$ cat src/rtl/wb_arbiter_pkg.sv
// -----------------------------------------------------------------------------
// wb_arbiter_pkg
// Shared types and constants for the writeback arbiter and its slow-path FIFO.
//   REG_ADDR_W / DATA_W : register file address and data widths
//   REG_ZERO            : hard-wired zero register, never written
//   wb_entry_t          : one writeback candidate {valid, rd, data}
//   is_write()          : true when an entry produces a real register write
// -----------------------------------------------------------------------------
package wb_arbiter_pkg;

   localparam int REG_ADDR_W = 5;
   localparam int DATA_W     = 32;

   localparam logic [REG_ADDR_W-1:0] REG_ZERO = 5'd0;

   typedef struct packed {
      logic                  valid;
      logic [REG_ADDR_W-1:0] rd;
      logic [DATA_W-1:0]     data;
   } wb_entry_t;

   // A candidate reaches the register file only if it is still live and does
   // not target the zero register.
   function automatic logic is_write(input wb_entry_t e);
      return e.valid && (e.rd != REG_ZERO);
   endfunction

endpackage

$ cat src/rtl/wb_fifo.sv
// -----------------------------------------------------------------------------
// wb_fifo
// Circular buffer holding slow-path (multiply/load) results until the write
// port is free. Each entry carries its own valid bit so that a younger ALU
// write can kill older results to the same register without removing them:
// killed entries keep their slot and later pop as no-ops.
//
// Ports
//   clk, reset          : clock, asynchronous active-high reset
//   push, push_rd/data  : enqueue one result (caller guarantees room)
//   pop                 : dequeue the head (caller guarantees non-empty)
//   kill_en, kill_rd    : invalidate every stored entry, and the entry being
//                         pushed this cycle, whose rd equals kill_rd
//   head                : entry at the read pointer
//   full, empty, count  : occupancy derived from the count, not the pointers
// -----------------------------------------------------------------------------
module wb_fifo
   import wb_arbiter_pkg::*;
#(
   parameter int DEPTH = 2
) (
   input  logic                           clk,
   input  logic                           reset,
   input  logic                           push,
   input  logic [REG_ADDR_W-1:0]          push_rd,
   input  logic [DATA_W-1:0]              push_data,
   input  logic                           pop,
   input  logic                           kill_en,
   input  logic [REG_ADDR_W-1:0]          kill_rd,
   output wb_entry_t                      head,
   output logic                           full,
   output logic                           empty,
   output logic [$clog2(DEPTH+1)-1:0]     count
);

   localparam int PTR_W = $clog2(DEPTH);
   localparam int CNT_W = $clog2(DEPTH+1);

   logic [DEPTH-1:0]      valid_q, valid_d;
   logic [REG_ADDR_W-1:0] rd_q   [DEPTH];
   logic [REG_ADDR_W-1:0] rd_d   [DEPTH];
   logic [DATA_W-1:0]     data_q [DEPTH];
   logic [DATA_W-1:0]     data_d [DEPTH];
   logic [PTR_W-1:0]      wr_ptr_q, wr_ptr_d;
   logic [PTR_W-1:0]      rd_ptr_q, rd_ptr_d;
   logic [CNT_W-1:0]      count_q, count_d;

   always_comb begin
      // NOTE: every signal assigned here gets a default first, so no path
      // leaves it unassigned and no latch is inferred.
      valid_d  = valid_q;
      rd_d     = rd_q;
      data_d   = data_q;
      wr_ptr_d = wr_ptr_q;
      rd_ptr_d = rd_ptr_q;

      if (kill_en) begin
         for (int i = 0; i < DEPTH; i++) begin
            if (rd_q[i] == kill_rd) valid_d[i] = 1'b0;
         end
      end

      if (pop) begin
         valid_d[rd_ptr_q] = 1'b0;
         rd_ptr_d          = rd_ptr_q + 1'b1;
      end

      // Push is applied after pop so that, when full, the slot freed by the
      // pop can be refilled in the same cycle.
      if (push) begin
         valid_d[wr_ptr_q] = !(kill_en && (push_rd == kill_rd));
         rd_d[wr_ptr_q]    = push_rd;
         data_d[wr_ptr_q]  = push_data;
         wr_ptr_d          = wr_ptr_q + 1'b1;
      end

      count_d = count_q + CNT_W'(push) - CNT_W'(pop);
   end

   // NOTE: sequential state uses non-blocking assignments so all flops
   // sample the pre-edge values regardless of statement order.
   always_ff @(posedge clk or posedge reset) begin
      if (reset) begin
         valid_q  <= '0;
         wr_ptr_q <= '0;
         rd_ptr_q <= '0;
         count_q  <= '0;
      end else begin
         valid_q  <= valid_d;
         wr_ptr_q <= wr_ptr_d;
         rd_ptr_q <= rd_ptr_d;
         count_q  <= count_d;
      end
   end

   // NOTE: the payload array is not reset; the per-entry valid bits and the
   // occupancy count already make stale payload unreachable.
   always_ff @(posedge clk) begin
      rd_q   <= rd_d;
      data_q <= data_d;
   end

   assign head  = '{valid: valid_q[rd_ptr_q], rd: rd_q[rd_ptr_q], data: data_q[rd_ptr_q]};
   assign full  = (count_q == CNT_W'(DEPTH));
   assign empty = (count_q == '0);
   assign count = count_q;

endmodule

$ cat src/rtl/wb_arbiter.sv
// -----------------------------------------------------------------------------
// wb_arbiter
// Owns the register file write port. Each cycle it writes either the
// single-cycle ALU result or the head of the slow-path FIFO, with the ALU
// taking priority. ALU writes kill older buffered results to the same
// register. If the FIFO stays full while the ALU keeps winning, a one-cycle
// aluStall is raised so the head can drain.
//
// Ports
//   clk, reset                     : clock, asynchronous active-high reset
//   aluValid, aluRd, aluData       : ALU result (held upstream while stalled)
//   aluStall                       : registered one-cycle ALU hold request
//   mulValid/mulReady, mulRd/Data  : slow-path valid/ready push interface
//   regWr, rW, busWIn              : registered register file write port
//   mulPending                     : FIFO occupancy, killed entries included
// -----------------------------------------------------------------------------
module wb_arbiter
   import wb_arbiter_pkg::*;
#(
   parameter int DEPTH        = 2,
   parameter int STARVE_LIMIT = 4
) (
   input  logic                        clk,
   input  logic                        reset,
   input  logic                        aluValid,
   input  logic [REG_ADDR_W-1:0]       aluRd,
   input  logic [DATA_W-1:0]           aluData,
   input  logic                        mulValid,
   output logic                        mulReady,
   input  logic [REG_ADDR_W-1:0]       mulRd,
   input  logic [DATA_W-1:0]           mulData,
   output logic                        aluStall,
   output logic                        regWr,
   output logic [REG_ADDR_W-1:0]       rW,
   output logic [DATA_W-1:0]           busWIn,
   output logic [$clog2(DEPTH+1)-1:0]  mulPending
);

   localparam int STARVE_W = $clog2(STARVE_LIMIT+1);

   wb_entry_t             fifo_head;
   logic                  fifo_full, fifo_empty;
   logic                  fifo_push, fifo_pop;
   logic                  alu_win, kill_en;
   wb_entry_t             sel;

   logic                  reg_wr_q, reg_wr_d;
   logic [REG_ADDR_W-1:0] rw_q, rw_d;
   logic [DATA_W-1:0]     bus_w_q, bus_w_d;
   logic                  alu_stall_q, alu_stall_d;
   logic [STARVE_W-1:0]   starve_cnt_q, starve_cnt_d;

   // Ready depends only on pre-edge occupancy, so a full FIFO refuses a push
   // even in a cycle where it pops.
   assign mulReady  = !fifo_full && !reset;
   assign fifo_push = mulValid && mulReady;

   wb_fifo #(.DEPTH(DEPTH)) u_fifo (
      .clk       (clk),
      .reset     (reset),
      .push      (fifo_push),
      .push_rd   (mulRd),
      .push_data (mulData),
      .pop       (fifo_pop),
      .kill_en   (kill_en),
      .kill_rd   (aluRd),
      .head      (fifo_head),
      .full      (fifo_full),
      .empty     (fifo_empty),
      .count     (mulPending)
   );

   always_comb begin
      alu_win  = aluValid && !alu_stall_q;
      // A killed head still occupies the slot, so any non-empty FIFO pops
      // when the ALU is idle; is_write() then suppresses the write.
      fifo_pop = !alu_win && !fifo_empty;
      kill_en  = alu_win && (aluRd != REG_ZERO);

      if (alu_win)       sel = '{valid: 1'b1, rd: aluRd, data: aluData};
      else if (fifo_pop) sel = fifo_head;
      else               sel = '0;

      reg_wr_d = is_write(sel);
      rw_d     = reg_wr_d ? sel.rd   : rw_q;
      bus_w_d  = reg_wr_d ? sel.data : bus_w_q;

      starve_cnt_d = starve_cnt_q;
      alu_stall_d  = 1'b0;
      if (fifo_pop) begin
         starve_cnt_d = '0;
      end else if (fifo_full && alu_win) begin
         if (starve_cnt_q == STARVE_W'(STARVE_LIMIT-1)) begin
            alu_stall_d  = 1'b1;
            starve_cnt_d = '0;
         end else begin
            starve_cnt_d = starve_cnt_q + 1'b1;
         end
      end
   end

   always_ff @(posedge clk or posedge reset) begin
      if (reset) begin
         reg_wr_q     <= 1'b0;
         rw_q         <= '0;
         bus_w_q      <= '0;
         alu_stall_q  <= 1'b0;
         starve_cnt_q <= '0;
      end else begin
         reg_wr_q     <= reg_wr_d;
         rw_q         <= rw_d;
         bus_w_q      <= bus_w_d;
         alu_stall_q  <= alu_stall_d;
         starve_cnt_q <= starve_cnt_d;
      end
   end

   assign regWr    = reg_wr_q;
   assign rW       = rw_q;
   assign busWIn   = bus_w_q;
   assign aluStall = alu_stall_q;

endmodule

$ cat config.mk
export PLATFORM = sky130hd
export DESIGN_NAME = wb_arbiter
export DESIGN_NICKNAME = d
export VERILOG_FILES = /design/src/rtl/wb_arbiter_pkg.sv /design/src/rtl/wb_fifo.sv /design/src/rtl/wb_arbiter.sv
export SDC_FILE = /design/constraint.sdc
export NUM_CORES = 1
export LEC_CHECK = 0
export CAP_MARGIN = 20
export CORE_MARGIN = 4
export CORE_UTILIZATION = 50
export DETAILED_ROUTE_END_ITERATION = 10
export GPL_TIMING_DRIVEN = 0
export PLACE_DENSITY = 0.9
export SYNTH_ARGS = -nofsm -noshare
export SYNTH_HDL_FRONTEND = slang
export SYNTH_SLANG_ARGS = --single-unit
$ cat constraint.sdc
create_clock -name clk -period 3.33 [get_ports clk]
set_input_delay 0.8325 -clock clk [delete_from_list [all_inputs] [get_ports clk]]
set_output_delay 0.8325 -clock clk [all_outputs]
set_load 0.03 [all_outputs]
==> impl_metrics.json <==
{
  "crit_type": "in -> out",
  "netlist_area_mm2": 0.00529,
  "rows": 37,
  "vias_per_cell": 5.39,
  "vias": 3528,
  "start_util_pct": 51.3,
  "place_congestion": 0.889,
  "cts_max_path_buffers": 2,
  "end_kind": "output port",
  "wl_per_cell_um": 18.6,
  "power_leakage_nw": 2.88,
  "syn-num-nets": 452,
  "route.detailed.drc": 0,
  "yosys_warnings": 0,
  "path_max_fanout": 2,
  "cp_top_family": "buffers and inverters",
  "synth_top_cell_by_area": "edfxtp_1",
  "grtUsageTotal_pct": 20.3,
  "grt_max_degree": 51,
  "slew_viol_final": 0,
  "die_area_mm2": 0.0123,
  "holdWs_ns": 0.510,
  "layout-drive-gt1-share_pct": 15.0,
  "place_hpwl_mm": 8.13,
  "synth_cell_types": 36,
  "core_area_mm2": 0.0103,
  "arrival_ns": 2.11,
  "peakVddDrop_mv": 0.379,
  "holdCritPathClass": "reg -> reg",
  "synth_cells": 371,
  "antenna_found_initial": 0,
  "port_buffers": 114,
  "post-route-period-util_pct": 88.3,
  "firstDrtPassIters": 4,
  "yosysMostFrequentCell": "edfxtp_1",
  "grt_pass1_wl_mm": 19.7,
  "drt_iter0_markers": 213,
  "ys_ff_latch": 122,
  "critPathBufInv": 2,
  "synth_top_area_share_pct": 42.0,
  "wirelength_mm": 12.2,
  "power_density_mw_per_mm2": 850,
  "cts_tree": "built",
  "htree_num_levels": 4,
  "critPathLaunchType": "input port",
  "clkTransAtPathRegs_ns": 0.06,
  "cts_made_buffers": 17,
  "die_w_um": 111,
  "crit_slowest_cell": "clkdlybuf4s50_1",
  "synthTopCellsByCount": "edfxtp_1, dfrtp_1, nand2_1",
  "die_y_um": 111,
  "synthTopCellsByArea": "edfxtp_1, dfrtp_1, mux2_4, mux2i_1, o21ai_0",
  "ios": 120,
  "fmax_mhz": 340,
  "slew_headroom_pct": 41.8,
  "fin_crit_ns": 2.94,
  "finalHoldViolCount": 0,
  "post_cts_resized": 2,
  "nets": 587,
  "outcome": "finished clean",
  "crit_top_cell": "clkdlybuf4s50_1",
  "grt_pass1_vias": 3813,
  "antenna_cells": 0,
  "finalClockSkew_ns": 0.00699,
  "grt-ovfl-total": 0,
  "cts_root_buf": "clkbuf_8",
  "cp_cell_sequence": "clkdlybuf4s50_1 -> nor2_1 -> clkdlybuf4s50_1",
  "drtAntennaViolNets": 0,
  "finalSetupViolCount": 0,
  "yosys_most_used_dff": "edfxtp_1",
  "cts_hold_buf": 0,
  "cp.required_ns": 2.50,
  "synth-edff-count": 74,
  "area_growth_syn_to_layout_pct": 36.8,
  "cpPeakStageDelay_ns": 0.68,
  "async_flop_share_pct": 39.3,
  "clkSinkCount": 122,
  "rsz0062_at_grt": "false",
  "ys_seq_area_share_pct": 64.7,
  "syn_area_per_cell_um2": 14.3,
  "max_slew.worst_pin.slew_ns": 0.872,
  "post_cts_buffers": 0,
  "total_power_mw": 6.16,
  "maxCapViolations": 0,
  "clk_latency_ns": 0.50
}
layout make-up:
class                           instances  area, µm²
Sequential cell                       122       3420
Fill cell                             681       3080
Multi-Input combinational cell        217       1710
Timing Repair Buffer                  115       1160
Clock buffer                           17        414
Clock inverter                         15        175
Tap cell                              136        170
Buffer                                 23        145
Inverter                               10       41.3
worst register-to-register path, stage by stage, from the launching register on:
cell      delay (ns)
dfrtp_1         0.44
o21ai_0         0.60
clkbuf_1        0.41
inv_1           0.15
ha_1            0.31
inv_1           0.04
ha_1            0.18
xnor2_1         0.13
xnor2_1         0.12
kinds of logic (layout without fill, tap and decap cells):
logic type / count (synthesis) / in the layout / synth area share (%)
multiplexers: 74 / 74 / 16.8
flip-flops: 122 / 122 / 64.7
AO/OA/AOI/OAI: 54 / 54 / 5.84
buffers and inverters: 33 / 180 / 3.45
adder cells (fa/ha/maj): 3 / 3 / 0.709
XOR/XNOR: 16 / 16 / 2.65
AND/OR/NAND/NOR: 69 / 70 / 5.88
path summary, 6_finish.rpt:
path	start	to	slack, ns	cells after the start
hold / removal	busWIn[17]$_DFFE_PP0P_	busWIn[17]$_DFFE_PP0P_	0.51	1
min in group asynchronous	reset	starve_cnt_q[2]$_DFFE_PP0P_	0.77	2
hold reg to reg	busWIn[17]$_DFFE_PP0P_	busWIn[17]$_DFFE_PP0P_	0.51	1
setup / recovery	reset	mulReady	0.39	3
max in group asynchronous	reset	busWIn[25]$_DFFE_PP0P_	2.05	3
setup reg to reg	u_fifo.count[1]$_DFF_PP0_	u_fifo.count[1]$_DFF_PP0_	0.82	8
flip-flops by register name (all words and copies together), names as in the netlist:
name,flops
busWIn,32
u_fifo.wr_ptr_q,1
rW,5
u_fifo.rd_q,10
regWr,1
u_fifo.rd_ptr_q,1
aluStall,1
u_fifo.data_q,64
u_fifo.valid_q,2
starve_cnt_q,3
u_fifo.count,2
report_power, final:
group | internal (mW) | switching [mW] | total, mW
Sequential | 1.98 | 0.222 | 2.21
Clock | 1.14 | 0.656 | 1.79
Combinational | 1.01 | 1.15 | 2.16
layer usage:
metal / GRT usage (%) / vias to the layer above / wire length (µm)
met3: 6.55 / 15 / 867
met2: 35.3 / 141 / 6220
met1: 24.2 / 1746 / 4970
met5: 0 / - / 0
li1: - / 1626 / -
met4: 5.91 / 0 / 153
through the flow:
step                instances  util (%)  worst slack, ns  setup TNS, ns  instance area (µm²)
detailed placement        621      64.1           -0.667         -39.00                 6620
CTS                       654      70.0            0.134              0                 7220
floorplan                 371         -            0.544              0                 5310
global placement          621      64.1           -0.718         -47.70                 6620
global route              655      70.1            0.340              0                 7240
finish                    655      70.1            0.388              0                 7240
cells in the final DEF, fill, tap and decap left out, drive strengths merged:
cell / n
a2111oi: 3
a21o: 1
a21oi: 2
a31o: 1
a31oi: 1
and3: 1
buf: 8
bufinv: 3
clkbuf: 33
clkdlybuf4s50: 114
clkinv: 8
clkinvlp: 4
dfrtp: 48
edfxtp: 74
ha: 3
inv: 10
mux2: 35
mux2i: 39
nand2: 42
nand2b: 3
nand3: 5
nand4: 1
nor2: 4
nor2b: 2
nor3: 3
nor4: 2
o211ai: 2
o21ai: 40
o221ai: 1
o22ai: 1
o32ai: 1
o41a: 1
or3: 5
or4: 2
xnor2: 13
xor2: 3
(Power assumes the default switching activity.)
